**config.mk**
```make
export PLATFORM = sky130hd
export DESIGN_NAME = approx_mult_seq
export DESIGN_NICKNAME = d
export VERILOG_FILES = /design/src/rtl/approx_mult_pkg.sv /design/src/rtl/approx_pp_row.sv /design/src/rtl/approx_mult_seq.sv
export SDC_FILE = /design/constraint.sdc
export NUM_CORES = 1
export LEC_CHECK = 0
export CAP_MARGIN = 25
export CORE_ASPECT_RATIO = 0.9
export CORE_MARGIN = 2
export CORE_UTILIZATION = 50
export CTS_CLUSTER_DIAMETER = 40
export CTS_CLUSTER_SIZE = 40
export DETAILED_ROUTE_END_ITERATION = 6
export DONT_BUFFER_PORTS = 1
export GPL_TIMING_DRIVEN = 1
export PLACE_DENSITY_LB_ADDON = 0.2
export SYNTH_ARGS = -nofsm -noshare
export SYNTH_HDL_FRONTEND = slang
export SYNTH_SLANG_ARGS = --single-unit
```
**constraint.sdc**
```tcl
create_clock -name clk -period 17 [get_ports clk]
set_input_delay 0 -clock clk [delete_from_list [all_inputs] [get_ports clk]]
set_output_delay 0 -clock clk [all_outputs]
set_load 0.02 [all_outputs]
```
**src/rtl/approx_mult_pkg.sv**
```systemverilog
// Shared types and elaboration-time helpers for the row-serial approximate multiplier.
package approx_mult_pkg;

  typedef enum logic [1:0] {IDLE, CALC, DONE} state_e;

  // Upper bound on the product width the mask helper can describe.
  localparam int MAX_PW = 128;

  function automatic int n_digits(input int width, input int bpc);
    return width / bpc;
  endfunction

  // Keep-mask for approximate rows: ones from column k up to the product width.
  function automatic logic [MAX_PW-1:0] approx_mask(input int width, input int k);
    logic [MAX_PW-1:0] m;
    m = '0;
    for (int i = 0; i < MAX_PW; i++) m[i] = (i >= k) && (i < 2 * width);
    return m;
  endfunction

endpackage

```
**src/rtl/approx_pp_row.sv**
```systemverilog
// One partial-product row: a * digit, shifted to its column and optionally truncated.
module approx_pp_row
  import approx_mult_pkg::*;
#(
  parameter int WIDTH    = 16,
  parameter int BPC      = 2,
  parameter int APPROX_K = 8,
  parameter int IDX_W    = 3
) (
  input  logic [WIDTH-1:0]   a_i,
  input  logic [BPC-1:0]     digit_i,
  input  logic [IDX_W-1:0]   idx_i,
  input  logic               approx_en_i,
  output logic [2*WIDTH-1:0] row_o
);
  localparam int PW = 2 * WIDTH;
  localparam logic [MAX_PW-1:0] MASK_FULL = approx_mask(WIDTH, APPROX_K);
  localparam logic [PW-1:0]     MASK      = MASK_FULL[PW-1:0];

  logic [PW-1:0] prod;
  logic [PW-1:0] shifted;

  assign prod    = PW'(a_i) * PW'(digit_i);
  assign shifted = prod << (32'(idx_i) * BPC);
  assign row_o   = approx_en_i ? (shifted & MASK) : shifted;

endmodule

```
**src/rtl/approx_mult_seq.sv**
```systemverilog
// Iterative unsigned multiplier: one BPC-bit multiplier digit per CALC cycle,
// optional low-column truncation and early exit, valid/ready on both sides.
module approx_mult_seq
  import approx_mult_pkg::*;
#(
  parameter int WIDTH      = 16,
  parameter int BPC        = 2,
  parameter int APPROX_K   = 8,
  parameter int EARLY_EXIT = 1
) (
  input  logic               clk,
  input  logic               rst,
  input  logic               in_valid,
  output logic               in_ready,
  input  logic [WIDTH-1:0]   a_in,
  input  logic [WIDTH-1:0]   b_in,
  input  logic               approx_en,
  output logic               out_valid,
  input  logic               out_ready,
  output logic [2*WIDTH-1:0] p_out,
  output logic               busy
);
  localparam int N     = n_digits(WIDTH, BPC);
  localparam int IDX_W = (N > 1) ? $clog2(N) : 1;
  localparam int PW    = 2 * WIDTH;

  state_e           state_q, state_d;
  logic [WIDTH-1:0] a_q, b_q;
  logic             ap_q;
  logic [PW-1:0]    acc_q, acc_d;
  logic [PW-1:0]    p_q, p_d;
  logic [IDX_W-1:0] cnt_q, cnt_d;
  logic             load;

  logic [BPC-1:0]   digit;
  logic [WIDTH-1:0] rem;
  logic             last;
  logic [PW-1:0]    row;

  assign digit = BPC'(b_q >> (32'(cnt_q) * BPC));
  // Multiplier bits above the current digit; zero means all later rows are zero.
  assign rem   = b_q >> (32'(cnt_q) * BPC + BPC);
  assign last  = (cnt_q == IDX_W'(N - 1)) || ((EARLY_EXIT != 0) && (rem == '0));

  approx_pp_row #(
    .WIDTH(WIDTH), .BPC(BPC), .APPROX_K(APPROX_K), .IDX_W(IDX_W)
  ) u_row (
    .a_i(a_q), .digit_i(digit), .idx_i(cnt_q), .approx_en_i(ap_q), .row_o(row)
  );

  always_comb begin
    state_d = state_q;
    acc_d   = acc_q;
    cnt_d   = cnt_q;
    p_d     = p_q;
    load    = 1'b0;
    unique case (state_q)
      IDLE: begin
        if (in_valid) begin
          state_d = CALC;
          acc_d   = '0;
          cnt_d   = '0;
          load    = 1'b1;
        end
      end
      CALC: begin
        acc_d = acc_q + row;
        cnt_d = cnt_q + 1'b1;
        if (last) begin
          state_d = DONE;
          p_d     = acc_q + row;
        end
      end
      DONE: begin
        if (out_ready) state_d = IDLE;
      end
      default: state_d = IDLE;
    endcase
  end

  always_ff @(posedge clk) begin
    if (rst) begin
      state_q <= IDLE;
      a_q     <= '0;
      b_q     <= '0;
      ap_q    <= 1'b0;
      acc_q   <= '0;
      cnt_q   <= '0;
      p_q     <= '0;
    end else begin
      state_q <= state_d;
      acc_q   <= acc_d;
      cnt_q   <= cnt_d;
      p_q     <= p_d;
      if (load) begin
        a_q  <= a_in;
        b_q  <= b_in;
        ap_q <= approx_en;
      end
    end
  end

  assign in_ready  = (state_q == IDLE) & ~rst;
  assign out_valid = (state_q == DONE);
  assign busy      = (state_q != IDLE);
  assign p_out     = p_q;

endmodule
```
Yosys cells after proc, flatten, opt, wreduce, memory -nomap -nowiden:

Cells that the tools add are included.

* $add $sub $neg: 3
* multiply operators: 1
* equality and inequality tests: 6
* shift operators: 3
* mux-type cells: 11
* bitwise logic cells: 2
* reductions and logical operators: 8

Operators with widths (number)
* 32-bit one-hot mux with 2 select lines: 1
* 32-bit adder: 1
* 32-bit 2-to-1 mux: 1
* 18-bit by 4-bit left shift with 32-bit output: 1
* 16-bit by 2-bit multiplier with 18-bit output: 1
* 16-bit zero test: 1
* 16-bit by 4-bit right shift with 2-bit output: 1
* 16-bit by 5-bit right shift with 16-bit output: 1
* 8-bit 2-to-1 mux: 1
* 2-bit 2-to-1 mux: 3
* 2-bit one-hot mux with 3 select lines: 1
* 3-bit one-hot mux with 2 select lines: 1
* 4-bit by 2-bit adder with 5-bit output, second input constant: 1
* 2-bit inequality test, second input constant: 2
* 2-bit AND reduction: 2
* 2-bit nonzero test: 2
* 3-bit by 1-bit adder with 3-bit output, second input constant: 1
* 3-bit equality test, second input constant: 1
* 3-bit 2-to-1 mux: 1
* 3-bit AND reduction: 1
* 2-bit by 1-bit equality test with 1-bit output, second input constant: 1
* 2-bit equality test, second input constant: 1
* 2-bit zero test: 1
* 1-bit 2-to-1 mux: 2
* 4 further kinds: 4

* register bits: 102
* input bits: 37
* output and inout bits: 35
* logic and storage cells: 41

Logic depth before layout (Yosys ltp):

Gate-level depths: netlist of the first run.

* depth in word-level cells: 6
* mapped depth: 27
* mapped depth without buffers: 24

Cells and area by module:

Synthesis of the first run repeated with hierarchy kept, for this count alone.

* cells, all modules: 961
* area, all modules: 7478.4 µm²

By module, submodules not included
* approx_mult_seq: times used 1, cells each 658, area each 5424.0 µm², seq. area each 2042.0 µm²
* approx_pp_row: times used 1, cells each 303, area each 2054.5 µm², seq. area each 0.0 µm²

Worst setup path after synthesis of the first run:

Ideal clock, no wire load.

* kind: reg2reg
* from: register cnt_q[0]
* to: register p_q[28], in the netlist p_out[28]
* library setup time: 0.060 ns
* data arrival time: 6.180 ns
* required time: 16.940 ns
* path slack: 10.759 ns
* cell stages (with the launch flop): 25
* path buffers: 4
* period minus slack after synthesis: 6.241 ns
* path through: dfxtp_1 clkbuf_1 mux4_2 mux2i_1 clkbuf_1 nor2b_1 ha_1 clkbuf_1 and3_1 and2_1 o211a_1 or4_1 xnor2_1 o21ai_1 o22ai_1 mux2i_1 ha_1 clkbuf_1 nand3_1 or4_4 a211o_1 a211oi_4 o211ai_2 a2111oi_2 a311o_1

* word-level cells in the longest chain between the ends: 5
* elaborated cells on any way between the ends: 11
* classes of those cells: 2 x add/sub; 1 x mul; 1 x eq/ne; 3 x shift; 1 x mux; 3 x reduce/logical

RTL lines
* start: declaration: line approx_mult_seq.sv:32 `logic [IDX_W-1:0] cnt_q, cnt_d;`
* start signal: assignment: line approx_mult_seq.sv:93 `cnt_q <= cnt_d;`
* 16-bit by 4-bit right shift with 2-bit output / 4-bit by 2-bit adder with 5-bit output (equally long branches): line approx_mult_seq.sv:40, approx_mult_seq.sv:42
* 16-bit by 2-bit multiplier with 18-bit output / 16-bit by 5-bit right shift with 16-bit output (equally long branches): line approx_pp_row.sv:23, approx_mult_seq.sv:42
* 18-bit by 4-bit left shift with 32-bit output / 16-bit zero test (equally long branches): line approx_pp_row.sv:24, approx_mult_seq.sv:43
* 8-bit 2-to-1 mux / 1-bit logical OR (equally long branches): line approx_pp_row.sv:25, approx_mult_seq.sv:43
* 32-bit adder / 2-bit AND reduction (equally long branches)
* end signal: assignment: line approx_mult_seq.sv:94 `p_q <= p_d;`
* end: declaration: line approx_mult_seq.sv:31 `logic [PW-1:0] p_q, p_d;`

Parallel ways exist; a longest one is shown, timed or not.
A chain may end at the register's enable or synchronous reset.

Worst setup path after layout of the first run:

* from: register cnt_q[1]
* to: register acc_q[28]

* word-level cells in the longest chain between the ends: 6

RTL lines
* 16-bit by 4-bit right shift with 2-bit output: line approx_mult_seq.sv:40 `assign digit = BPC'(b_q >> (32'(cnt_q) * BPC));`
* 16-bit by 2-bit multiplier with 18-bit output: line approx_pp_row.sv:23 `assign prod = PW'(a_i) * PW'(digit_i);`
* 18-bit by 4-bit left shift with 32-bit output *: line approx_pp_row.sv:24 `assign shifted = prod << (32'(idx_i) * BPC);`
* 8-bit 2-to-1 mux: line approx_pp_row.sv:25 `assign row_o = approx_en_i ? (shifted & MASK) : shifted;`
* 32-bit adder *: line approx_mult_seq.sv:67 `acc_d = acc_q + row;`
* 32-bit one-hot mux with 2 select lines *: line approx_mult_seq.sv:57 `unique case (state_q)`
* end signal: assignment: line approx_mult_seq.sv:87 `acc_q <= '0;`
* end signal: assignment: line approx_mult_seq.sv:92 `acc_q <= acc_d;`
* end: declaration: line approx_mult_seq.sv:30 `logic [PW-1:0] acc_q, acc_d;`

Every way passes the cells marked *; elsewhere a longest branch is shown, timed or not.

==> results of run 1 <==
where the power goes:
group / switching, mW / leakage, nW / internal, mW
sequential: 0.00836 / 0.828 / 0.248
clock: 0.0986 / 0.128 / 0.101
combinational: 0.0753 / 2.35 / 0.0418
per-layer routing:
metal / up-vias / wire length, um
met3: 30 / 1020
li1: 3603 / -
met2: 183 / 8940
met4: 0 / 364
met5: - / 0
met1: 3423 / 9640
area by class of cell:
class	instances	share of cell area, %
multi-input cells	804	61.3
flip-flops and latches	102	25.0
repair buffers	47	5.92
well taps	198	3.04
clock buffers	11	2.85
inverters	28	1.29
clock inverters	5	0.537
through the flow:
stage	setup slack (ns)	instances
after floorplan	10.76	1001
after CTS	10.40	1195
after detailed placement	10.44	1142
after global placement	10.55	1141
final	10.35	1195
after global routing	9.73	1195
cell usage in the layout (no fill, tap or decap), types with 19 or more instances in the layout:
master / n
sky130_fd_sc_hd__nand2_1: 165
sky130_fd_sc_hd__a21oi_1: 132
sky130_fd_sc_hd__dfxtp_1: 102
sky130_fd_sc_hd__nor2_1: 55
sky130_fd_sc_hd__nand3_1: 55
sky130_fd_sc_hd__ha_1: 49
sky130_fd_sc_hd__o21ai_0: 39
sky130_fd_sc_hd__dlygate4sd3_1: 36
sky130_fd_sc_hd__inv_1: 27
sky130_fd_sc_hd__and2_1: 21
sky130_fd_sc_hd__nor2b_1: 20
sky130_fd_sc_hd__xnor2_1: 20
sky130_fd_sc_hd__nor3_1: 19
repair_timing:
item / 4_1_cts / 5_1_grt
hold endpoints to repair: 98 / 0
hold buffers: 37 / 0
buffers inserted: 0 / 0
logic make-up after synthesis:
group,Yosys count,share of synthesized area (%)
fa+ha+maj,51,8.84
xor+xnor,27,3.20
compound gates,309,26.6
simple gates,395,25.1
buf+inv,95,4.88
flops,102,27.6
mux,22,3.76
cell usage after synthesis, types with 20 or more instances:
cell type,n
sky130_fd_sc_hd__nor2b_1,21
sky130_fd_sc_hd__and2_1,21
sky130_fd_sc_hd__inv_1,27
sky130_fd_sc_hd__nor2_1,55
sky130_fd_sc_hd__nand3_1,55
sky130_fd_sc_hd__clkbuf_1,59
sky130_fd_sc_hd__xnor2_1,20
sky130_fd_sc_hd__dfxtp_1,102
sky130_fd_sc_hd__ha_1,49
sky130_fd_sc_hd__nand2_1,166
sky130_fd_sc_hd__a21oi_1,133
sky130_fd_sc_hd__o21ai_0,39
registers in the layout (all words and copies together) (netlist names):
name	count
acc_q	32
p_out	32
a_q	16
b_q	16
cnt_q	3
state_q	2
ap_q	1
path summary, 6_finish.rpt:
kind              cells past startpoint                     end  slack [ns]
hold reg to reg                       2    a_q[12]$_SDFFE_PP0P_        0.46
hold / removal                        2  p_out[23]$_SDFFE_PP0P_        0.03
setup reg to reg                     25  acc_q[28]$_SDFFE_PP0P_       10.35
setup / recovery                     25  acc_q[28]$_SDFFE_PP0P_       10.35
==> reports/results.txt, run 1 <==
In the final routed layout, each cell accounts on average for 16.7 um. STA classifies the critical path startpoint as a flop. Compared with the post-synthesis result, the final layout area differs by 10.4%. The critical path capture point type is a flop. The final number of max-transition violations is 0.

The count of filler cells inserted in the layout is 1433. The die is 132 um wide. In this run the clock root is driven by a sky130_fd_sc_hd__clkbuf_16. The measured slew at the worst slew-check pin came out at 0.903 ns. The first routing iteration left 610 violations. The area of the core was 14600 um2; the sum of net half-perimeters after detailed placement was 13.9 mm. The number of antenna diodes in the final layout is 0. The type of the worst setup path is flop to flop.

The count of nets left with antenna violations after detail routing was 0; the clock sink count was 102. Along the worst path, the maximum fanout reaches 32. After clock tree synthesis, the clock-pin slew on the worst setup and hold paths is 0.07 ns. After detailed routing, the number of vias per cell comes to 6.06. In the global route stage, overall resource usage came out at 25.7%.

Cells fill 56.0% of the core in the end. In the global route stage, met3 resource usage came out at 4.13%. Area of all sequential standard cells: 2040 um2. The type of the worst min-delay path is input port to flop. In this run the number of H-tree levels came out at 3. Yosys mapped the design onto 69 distinct sky130hd cell types. The via count of the first global-routing pass is 6664. Summing all multi-input logic gate instances after layout gives 5000 um2. For this run the aggregate overflow at the end of global routing stands at 0. At the worst endpoint, the required time is 17.30 ns. The clock passes through at most 2 buffers.

The post-route worst hold slack is 0.0310 ns, and the post-cts repair resize count is 0. After synthesis, the share of flip-flops with an asynchronous set or reset is 0%. The synthesized design contains 0 enable-type register cells. The clock reaches the later pin of the worst-skew pair after 0.37 ns. In this run the cell area of the synthesized design comes to 7390 um2. The die covers 15800 um2. Worst endpoint data arrival time: 6.95 ns.

Biggest area consumer among synthesized cells: sky130_fd_sc_hd__dfxtp_1. The tools report the number of top-level pins as 72. Ranked by total cell area, the synthesized netlist is headed by sky130_fd_sc_hd__dfxtp_1, sky130_fd_sc_hd__a21oi_1, sky130_fd_sc_hd__nand2_1.

The total of buffers placed on input and output ports is 0. The routed layout has 7239 vias. The row count came out at 42. Worst slew margin relative to its limit: 39.7%. The pin count of the biggest net entering global routing is 98, and the proportion of synthesized chip area in sequential cells is 27.6%. The launching point of the worst reg2reg path was cnt_q[1]$_SDFFE_PP0P_. Setup repair after global routing left no endpoint under its margin. For this run, the top clock speed supported by timing is 150 MHz.

The flow ran to the end, and the final reports show no timing, DRC or antenna violations. The number of nets in the final layout was 1080. The slowest stage of the critical path belongs to the cell sky130_fd_sc_hd__mux4_2. The most critical setup path has its startpoint at cnt_q[1]$_SDFFE_PP0P_. The layout cell share with drive strength beyond 1 is 5.12%. The post-synthesis average cell area was 7.38 um2; the number of optimization iterations in the first detailed-route pass was 5.

The tools report the leakage power summed over all cells as 3.31 nW. For the wire length of the first global-routing pass, the log shows 33.4 mm. Synthesis produced a netlist with a net count of 1089. Synthesis inferred 102 register bits. The initial core utilization came out at 50.7%.

The ratio of total power to cell area was 70.3 nW/um2. Power comes to 573 uW. The tools report the cell area after layout as 8150 um2. Summed over all failing endpoints, the final setup total negative slack is 0 ns. The number of buffer and inverter stages on the critical path is 3, and the global placer's final weighted congestion is 0.907. Final worst-path cycle share: 39.1%. The initial antenna violation count was 0; the residual DRC count was 0.

Once placement finished, the instance area stood at 7490 um2. The maximum resistive drop on vdd came out at 0.0484 mV. The tool flagged a number of max-cap violations equal to 0.

TritonCTS built the clock tree. In this run the biggest area consumer among cell types represents 27.6% of the synthesized area. Clock buffer count from CTS: 9. Synthesis produced a netlist whose cell count is 1001. Global routing consumed, on the met2 layer, 41.6% of the routing resources. Grouping stages by cell kind, the critical path spends the most delay in compound AO/OA/AOI/OAI gates.

Setup violations remaining at the end of the flow were counted as 0. On the worst path, the slowest cell contributes a delay of 0.54 ns. After global routing, the most crowded layer is met2. The tools report the total count of hold-check failures in the final report as 0. The dominant register cell in the synthesized netlist is sky130_fd_sc_hd__dfxtp_1. In this run the most critical hold path is launched from rst.

The routed design could run at a clock period as short as 6.65 ns. Across the routed clock network, the largest skew measured is 0.00840 ns. Summed over all layers, the routed wires come to 20.0 mm. Total of warnings raised by yosys: 0. The die height works out to 119 um. The met1 track demand over resource in global routing came out at 35.3%.
Power figures use the tool's default switching activity.
==> inputs of run 2 (changes only) <==
--- a/config.mk
+++ b/config.mk
@@ -5,6 +5,7 @@
 export SDC_FILE = /design/constraint.sdc
 export NUM_CORES = 1
 export LEC_CHECK = 0
+export ABC_AREA = 1
 export CAP_MARGIN = 25
 export CORE_ASPECT_RATIO = 0.9
 export CORE_MARGIN = 2
==> constraint.sdc (replaced) <==
create_clock -name clk -period 6.1 [get_ports clk]
set_input_delay 0 -clock clk [delete_from_list [all_inputs] [get_ports clk]]
set_output_delay 0 -clock clk [all_outputs]
set_load 0.02 [all_outputs]
==> reports/results.txt, run 2 <==
The mapped cell area is 7290 um2 (was 7390 um2), and the ratio of total power to cell area is 207 nW/um2 (was 70.3 nW/um2). The sum of net half-perimeters after detailed placement came out at 14.9 mm (was 13.9 mm). The sum of internal, switching and leakage power is 1.67 mW (was 573 uW).

The post-synthesis average cell area was 6.27 um2 (was 7.38 um2). The run gives 6.39 ns (was 17.30 ns) as the worst endpoint required time. The most common cell in the synthesized netlist was sky130_fd_sc_hd__nand2_1 (unchanged).

The area of the core came out at 14100 um2 (was 14600 um2). The final worst-path cycle share came out at 89.5% (was 39.1%). The run gives 0 (unchanged) as the final number of max-transition violations. The layout cell share with drive strength beyond 1 came out at 3.73% (was 5.12%). The number of cells traversed by the worst hold path is 1 (was 2), and the final setup skew is 0.0105 ns (was 0.00840 ns). Biggest area consumer among synthesized cells: sky130_fd_sc_hd__dfxtp_1 (unchanged). The initial antenna violation count is 0 (unchanged).

The die height is 119 um (about the same), and the measured slew at the worst slew-check pin is 0.857 ns (was 0.903 ns). The run finished with clean final reports. The final setup TNS is 0 ns (unchanged), and the residual DRC count is 0 (unchanged). The number of vias per cell is 5.44 (was 6.06).

The total setup violations reported at the end of the flow came out at 0 (unchanged). The number of vias after detailed routing was 7465 (was 7239). For the row count, the log shows 41 (was 42). The overall fraction of global-route tracks in use is 26.1% (was 25.7%).

The logs give 6753 (was 6664) for the via count of the first global-routing pass and 5 (unchanged) for the number of optimization iterations in the first detailed-route pass. The number of nets in the synthesized netlist came out at 1250 (was 1089). The type of the worst setup path was flop to flop (unchanged).

The run gives 33.3 mm (was 33.4 mm) as the wire length of the first global-routing pass. The startpoint type of the worst setup path was a flop (unchanged). For the worst-case clock buffer depth, the log shows 2 (unchanged). The maximum operating frequency came out at 183 MHz (was 150 MHz).

The highest metal layer used by the detailed router was met4 (unchanged). The number of instances in the synthesized netlist came out at 1162 (was 1001). The wire length per cell after detailed routing came out at 14.5 um (was 16.7 um). The flop and latch count out of synthesis was 102 (unchanged); the count of nets left with antenna violations after detail routing was 0 (unchanged). The length of routed met3 wiring came out at 1.28 mm (was 1.02 mm). Maximum single-stage delay on the critical path: 0.46 ns (was 0.54 ns). Among the stages of the critical path, the cell type that occurs most often is sky130_fd_sc_hd__nand2_1.

The run gives 42.7% (was 39.7%) as the worst slew margin relative to its limit. The clock sink count came out at 102 (unchanged). The clock buffer count from CTS was 9 (unchanged). The final critical-path required period works out to 5.46 ns (was 6.65 ns). The type of the worst min-delay path was input port to output pin (was input port to flop). The tools report the critical path capture point type as a flop (unchanged).

For the met1 wire length, the log shows 10.0 mm (was 9.64 mm). The total count of hold-check failures in the final report was 0 (unchanged). Commonest cells after routing, fill and taps aside: sky130_fd_sc_hd__nand2_1, sky130_fd_sc_hd__nor2_1, sky130_fd_sc_hd__o21ai_0 (was sky130_fd_sc_hd__nand2_1, sky130_fd_sc_hd__a21oi_1, sky130_fd_sc_hd__dfxtp_1). Leakage power summed over all cells: 3.66 nW (was 3.31 nW). The dominant register cell in the synthesized netlist is sky130_fd_sc_hd__dfxtp_1 (unchanged).

Leading cell type in the layout, fill and taps excluded: sky130_fd_sc_hd__nand2_1 (unchanged). The logs give 0 (unchanged) for the number of violations of the max-capacitance limit and 15600 um2 (was 15800 um2) for the overall die area. The clock insertion delay at the later pin of the skew report is 0.36 ns (was 0.37 ns).

Setup repair after global routing left no endpoint under its margin. The clock-pin slew on the worst setup and hold paths was 0.07 ns (about the same). For the sum of met2 wire segment lengths after detailed routing, the log shows 8.38 mm (was 8.94 mm). Largest fanout on the critical path: 15 (was 32).

The tools report the maximum resistive drop on vdd as 0.174 mV (was 0.0484 mV). The global placer's final weighted congestion came out at 0.955 (was 0.907). The total of buffers placed on input and output ports was 0 (unchanged).

Number of nets in the final layout: 1263 (was 1080). The number of synthesized flops with an enable pin was 0 (unchanged). The share of flip-flops with an asynchronous set or reset works out to 0% (unchanged). The worst-path cell with the longest stage delay was sky130_fd_sc_hd__o21ai_0 (was sky130_fd_sc_hd__mux4_2). The total of warnings raised by yosys is 0 (unchanged), and the proportion of synthesized chip area in sequential cells is 28.0% (was 27.6%).

Biggest area contributors in the synthesized netlist: sky130_fd_sc_hd__dfxtp_1, sky130_fd_sc_hd__nand2_1, sky130_fd_sc_hd__nor2_1 (was sky130_fd_sc_hd__dfxtp_1, sky130_fd_sc_hd__a21oi_1, sky130_fd_sc_hd__nand2_1). For the initial core utilization, the log shows 51.6% (was 50.7%). The clock root buffer was sky130_fd_sc_hd__clkbuf_16 (unchanged). The top cell type's share of synthesized area was 28.0% (was 27.6%).

TritonCTS built the clock tree. Most instantiated cells after synthesis: sky130_fd_sc_hd__nand2_1, sky130_fd_sc_hd__nor2_1, sky130_fd_sc_hd__o21ai_0, sky130_fd_sc_hd__a21oi_1, sky130_fd_sc_hd__dfxtp_1 (was sky130_fd_sc_hd__nand2_1, sky130_fd_sc_hd__a21oi_1, sky130_fd_sc_hd__dfxtp_1, sky130_fd_sc_hd__clkbuf_1). Number of top-level pins: 72 (unchanged). The tools report the worst endpoint data arrival time as 5.75 ns (was 6.95 ns). The total length of routed wires was 19.9 mm (was 20.0 mm). The run gives 0 (unchanged) as the remaining global-route overflow. The width of the die was 131 um (was 132 um).

The tools report the H-tree depth reported by CTS as 3 (unchanged). The tools report the number of library cell types mapped by synthesis as 38 (was 69). The final antenna diode count came out at 0 (unchanged). The violation count after the first detailed-routing iteration is 637 (was 610), and the cell depth of the worst flop-to-flop path is 29 (was 25). The pin count of the biggest net entering global routing is 66 (was 98). The layout-stage area growth over the synthesis result was 10.9% (was 10.4%).
[run 2: cell count changes in the layout (fill, tap and decap cells not counted), moves of 12 or more]
| cell | delta |
|---|---|
| sky130_fd_sc_hd__xor2_1 | +14 |
| sky130_fd_sc_hd__xnor2_1 | -14 |
| sky130_fd_sc_hd__nor2_1 | +144 |
| sky130_fd_sc_hd__o21ai_0 | +89 |
| sky130_fd_sc_hd__nand3_1 | +38 |
| sky130_fd_sc_hd__a21oi_1 | -20 |
| sky130_fd_sc_hd__nor2b_1 | -20 |
| sky130_fd_sc_hd__nand2_1 | +75 |
| sky130_fd_sc_hd__nor3_1 | -12 |
| sky130_fd_sc_hd__and2_1 | -21 |
| sky130_fd_sc_hd__inv_1 | +63 |
[run 2: final timing paths]
| check | startpoint | slack [ns] | end |
|---|---|---|---|
| worst max-delay path | cnt_q[1]$_SDFFE_PP0P_ | 0.64 | acc_q[21]$_SDFFE_PP0P_ |
| worst min-delay path | rst | 0.08 | in_ready |
| worst max register to register | cnt_q[1]$_SDFFE_PP0P_ | 0.64 | acc_q[21]$_SDFFE_PP0P_ |
| worst min register to register | acc_q[30]$_SDFFE_PP0P_ | 0.47 | acc_q[30]$_SDFFE_PP0P_ |
[run 2: metrics by stage]
stage	area (um2)	setup slack, ns	hold WS [ns]	std cells	util, %
3_3_place_gp	7400	0.577	0.0819	1318	52.5
6_report	8080	0.638	0.0850	1372	57.3
3_5_place_dp	7400	0.507	0.0828	1318	52.5
5_1_grt	8080	0.0258	0.0905	1372	57.3
2_1_floorplan	7290	1.44	0.167	1162	-
4_1_cts	8060	0.479	0.0847	1370	57.1
[run 2: power by group]
group	internal, mW	switching, mW	total [mW]	leakage [nW]
logic	0.130	0.250	0.380	2.70
registers	0.701	0.0289	0.729	0.831
clock network	0.290	0.270	0.560	0.132
[run 2: per-layer routing]
metal	GRT usage [%]	vias to the layer above
met4	5.98	0
li1	-	3871
met5	0	-
met1	37.8	3358
met2	40.4	213
met3	4.55	23
[run 2: worst max-delay path, delay by kind of cell, from the launching register on]
kind	cells	cell delay, ns
compound gates	7	1.82
simple gates	13	1.53
fa+ha+maj	3	0.86
buf+inv	5	0.50
flops	1	0.45
xor+xnor	1	0.24
[run 2: cell type report]
class,count,area (um2)
Fill cell,1443,6030
Clock inverter,5,41.3
Inverter,96,367
Multi-Input combinational cell,917,4680
Tap cell,193,241
Sequential cell,102,2040
Clock buffer,10,239
Timing Repair Buffer,49,470
[run 2: cells by family after synthesis]
| family | share of synthesized area [%] |
|---|---|
| compound gates | 20.1 |
| mux | 0.137 |
| flops | 28.0 |
| simple gates | 31.7 |
| fa+ha+maj | 8.96 |
| xor+xnor | 3.25 |
| buf+inv | 7.87 |
[run 2: timing repair]
action | in CTS | in global routing
hold buffers | 37 | 0
endpoints found under the hold margin | 71 | 0
endpoints found under the setup margin | 0 | 17
gates resized for setup | 0 | 3
buffers inserted | 0 | 1
==> inputs of run 3 (changes only) <==
--- a/config.mk
+++ b/config.mk
@@ -7,7 +7,6 @@
 export LEC_CHECK = 0
 export ABC_AREA = 1
 export CAP_MARGIN = 25
-export CORE_ASPECT_RATIO = 0.9
 export CORE_MARGIN = 2
 export CORE_UTILIZATION = 50
 export CTS_CLUSTER_DIAMETER = 40
==> reports/results.txt, run 3 (synthesis gave the netlist of run 2 again) <==
The run finished with clean final reports. The overall die area was 15600 um2 (about the same). For the number of optimization iterations in the first detailed-route pass, the log shows 5 (unchanged).

The tools report the clock root buffer as sky130_fd_sc_hd__clkbuf_16 (unchanged). The row count came out at 44 (was 41). The total count of hold-check failures in the final report came out at 0 (unchanged). The type of the worst setup path is flop to flop (unchanged). The logs give 0 ns (unchanged) for the final setup TNS and 15.0 mm (was 14.9 mm) for the sum of net half-perimeters after detailed placement.

The setup slack after placement came out at 0.261 ns (was 0.507 ns). Final worst-path cycle share: 91.7% (was 89.5%). For the via count of the first global-routing pass, the log shows 6956 (was 6753). The worst slew margin relative to its limit was 42.3% (was 42.7%). The met1 wire length came out at 9.82 mm (was 10.0 mm). Switching part of the total power: 32.8% (was 32.9%).

Setup repair after global routing left no endpoint under its margin. The sequential cell fraction of total power came out at 43.8% (was 43.7%). The measured slew at the worst slew-check pin works out to 0.864 ns (was 0.857 ns). The layout-stage area growth over the synthesis result was 11.1% (was 10.9%); the post-route worst hold slack was 0.0837 ns (was 0.0850 ns). For the remaining global-route overflow, the log shows 0 (unchanged).

Critical path capture point type: a flop (unchanged). The final critical-path required period is 5.59 ns (was 5.46 ns). Number of vias after detailed routing: 7497 (was 7465). H-tree depth reported by CTS: 3 (unchanged).

The ratio of total power to cell area came out at 207 nW/um2 (about the same). The leakage power summed over all cells is 3.68 nW (was 3.66 nW), and the clock power share is 33.2% (was 33.5%). The largest fanout on the critical path works out to 23 (was 15).

The total of buffers placed on input and output ports works out to 0 (unchanged). The run gives 0 (unchanged) as the final antenna diode count. For the sum of met2 wire segment lengths after detailed routing, the log shows 9.05 mm (was 8.38 mm).

The final number of max-transition violations was 0 (unchanged); the total length of routed wires was 20.4 mm (was 19.9 mm). The run gives 56.3% (was 57.3%) as the share of the core filled with cells. For the clock buffer count from CTS, the log shows 9 (unchanged). TritonCTS built the clock tree.

The maximum resistive drop on vdd is 0.159 mV (was 0.174 mV), and the global placer's final weighted congestion is 0.991 (was 0.955). The overall fraction of global-route tracks in use is 26.6% (was 26.1%), and the wire length of the first global-routing pass is 34.2 mm (was 33.3 mm). The logic gate share of total power was 23.0% (was 22.8%); the die height was 125 um (was 119 um). The number of vias per cell works out to 5.48 (was 5.44). The width of the die is 125 um (was 131 um).

The leading cell type in the layout, fill and taps excluded was sky130_fd_sc_hd__nand2_1 (unchanged). The most prevalent standard cell on the critical path was sky130_fd_sc_hd__nand2_1 (unchanged). The internal cell power was 1.12 mW (about the same); the pin count of the biggest net entering global routing was 66 (unchanged). The initial antenna violation count came out at 0 (unchanged). The tools report the area of the core as 14400 um2 (was 14100 um2).

The layout cell share with drive strength beyond 1 is 4.06% (was 3.73%), and the length of routed met3 wiring is 1.25 mm (was 1.28 mm). The tools report the total setup violations reported at the end of the flow as 0 (unchanged). The tools report the clock insertion delay at the later pin of the skew report as 0.36 ns (about the same). Worst-path cell with the longest stage delay: sky130_fd_sc_hd__fa_1 (was sky130_fd_sc_hd__o21ai_0). The startpoint type of the worst setup path is a flop (unchanged). The wire length per cell after detailed routing came out at 14.9 um (was 14.5 um). For the worst endpoint required time, the log shows 6.36 ns (was 6.39 ns). The clock-pin slew on the worst setup and hold paths came out at 0.07 ns (about the same).

The type of the worst min-delay path was input port to output pin (unchanged). The number of nets in the final layout came out at 1266 (was 1263). The clock sink count was 102 (unchanged); the number of violations of the max-capacitance limit was 0 (unchanged). The maximum operating frequency was 179 MHz (was 183 MHz).

Commonest cells after routing, fill and taps aside: sky130_fd_sc_hd__nand2_1, sky130_fd_sc_hd__nor2_1, sky130_fd_sc_hd__o21ai_0 (unchanged). The highest metal layer used by the detailed router is met4 (unchanged). Worst endpoint data arrival time: 5.85 ns (was 5.75 ns). For the number of top-level pins, the log shows 72 (unchanged). The initial core utilization is 50.7% (was 51.6%), and the violation count after the first detailed-routing iteration is 591 (was 637). The worst-case clock buffer depth came out at 2 (unchanged). The residual DRC count was 0 (unchanged); the final setup skew was 0.00640 ns (was 0.0105 ns).

The maximum single-stage delay on the critical path is 0.40 ns (was 0.46 ns), and the least setup slack across all paths after layout is 0.505 ns (was 0.638 ns). The count of nets left with antenna violations after detail routing is 0 (unchanged), and the count of filler cells inserted in the layout is 1462 (was 1443). The switching component of the power came out at 548 uW (was 549 uW).
[run 3: stage by stage]
stage	power, mW	cells	area [um2]
floorplan	1.02	1162	7290
global placement	1.09	1308	7380
detailed placement	1.09	1308	7380
CTS	1.67	1361	8040
global route	1.76	1367	8090
finish	1.67	1367	8090
[run 3: cell type report]
class / count / area [um2] / share of cell area (%)
Clock inverter: 5 / 32.5 / 0.402
Multi-Input combinational cell: 917 / 4680 / 57.8
Tap cell: 184 / 230 / 2.85
Timing Repair Buffer: 52 / 498 / 6.15
Clock buffer: 11 / 243 / 3.00
Sequential cell: 102 / 2040 / 25.3
Inverter: 96 / 367 / 4.53
[run 3: final timing paths]
kind | start | endpoint | slack, ns | cells past startpoint
setup reg to reg | cnt_q[0]$_SDFFE_PP0P_ | p_out[18]$_SDFFE_PP0P_ | 0.51 | 30
hold / removal | rst | in_ready | 0.08 | 1
hold reg to reg | acc_q[30]$_SDFFE_PP0P_ | acc_q[30]$_SDFFE_PP0P_ | 0.47 | 2
setup / recovery | cnt_q[0]$_SDFFE_PP0P_ | p_out[18]$_SDFFE_PP0P_ | 0.51 | 30
[run 3: timing repair]
action | 4_1_cts | 5_1_grt
resized for setup | 0 | 9
setup endpoints to repair | 0 | 39
setup buffers | 0 | 5
hold buffers | 37 | 0
hold endpoints to repair | 71 | 0
[run 3: layer usage]
layer	GRT usage [%]	up-vias
li1	-	3878
met1	37.4	3375
met2	42.5	227
met3	3.87	17
met4	7.47	0
met5	0	-
[run 3: worst max-delay path, delay by kind of cell (launching register included)]
family	cells	cell delay (ns)
AND/OR/NAND/NOR	15	1.76
AO/OA/AOI/OAI	7	1.54
adder cells (fa/ha/maj)	3	0.89
buffers and inverters	4	0.64
flip-flops	1	0.39
XOR/XNOR	1	0.26
[run 3: power by group through the flow]
stage               Combinational (mW)  Clock, mW  Sequential (mW)
floorplan                        0.280          0            0.738
global placement                 0.343          0            0.747
detailed placement               0.345          0            0.747
CTS                              0.371      0.568            0.732
global route                     0.436      0.592            0.736
finish                           0.384      0.556            0.733
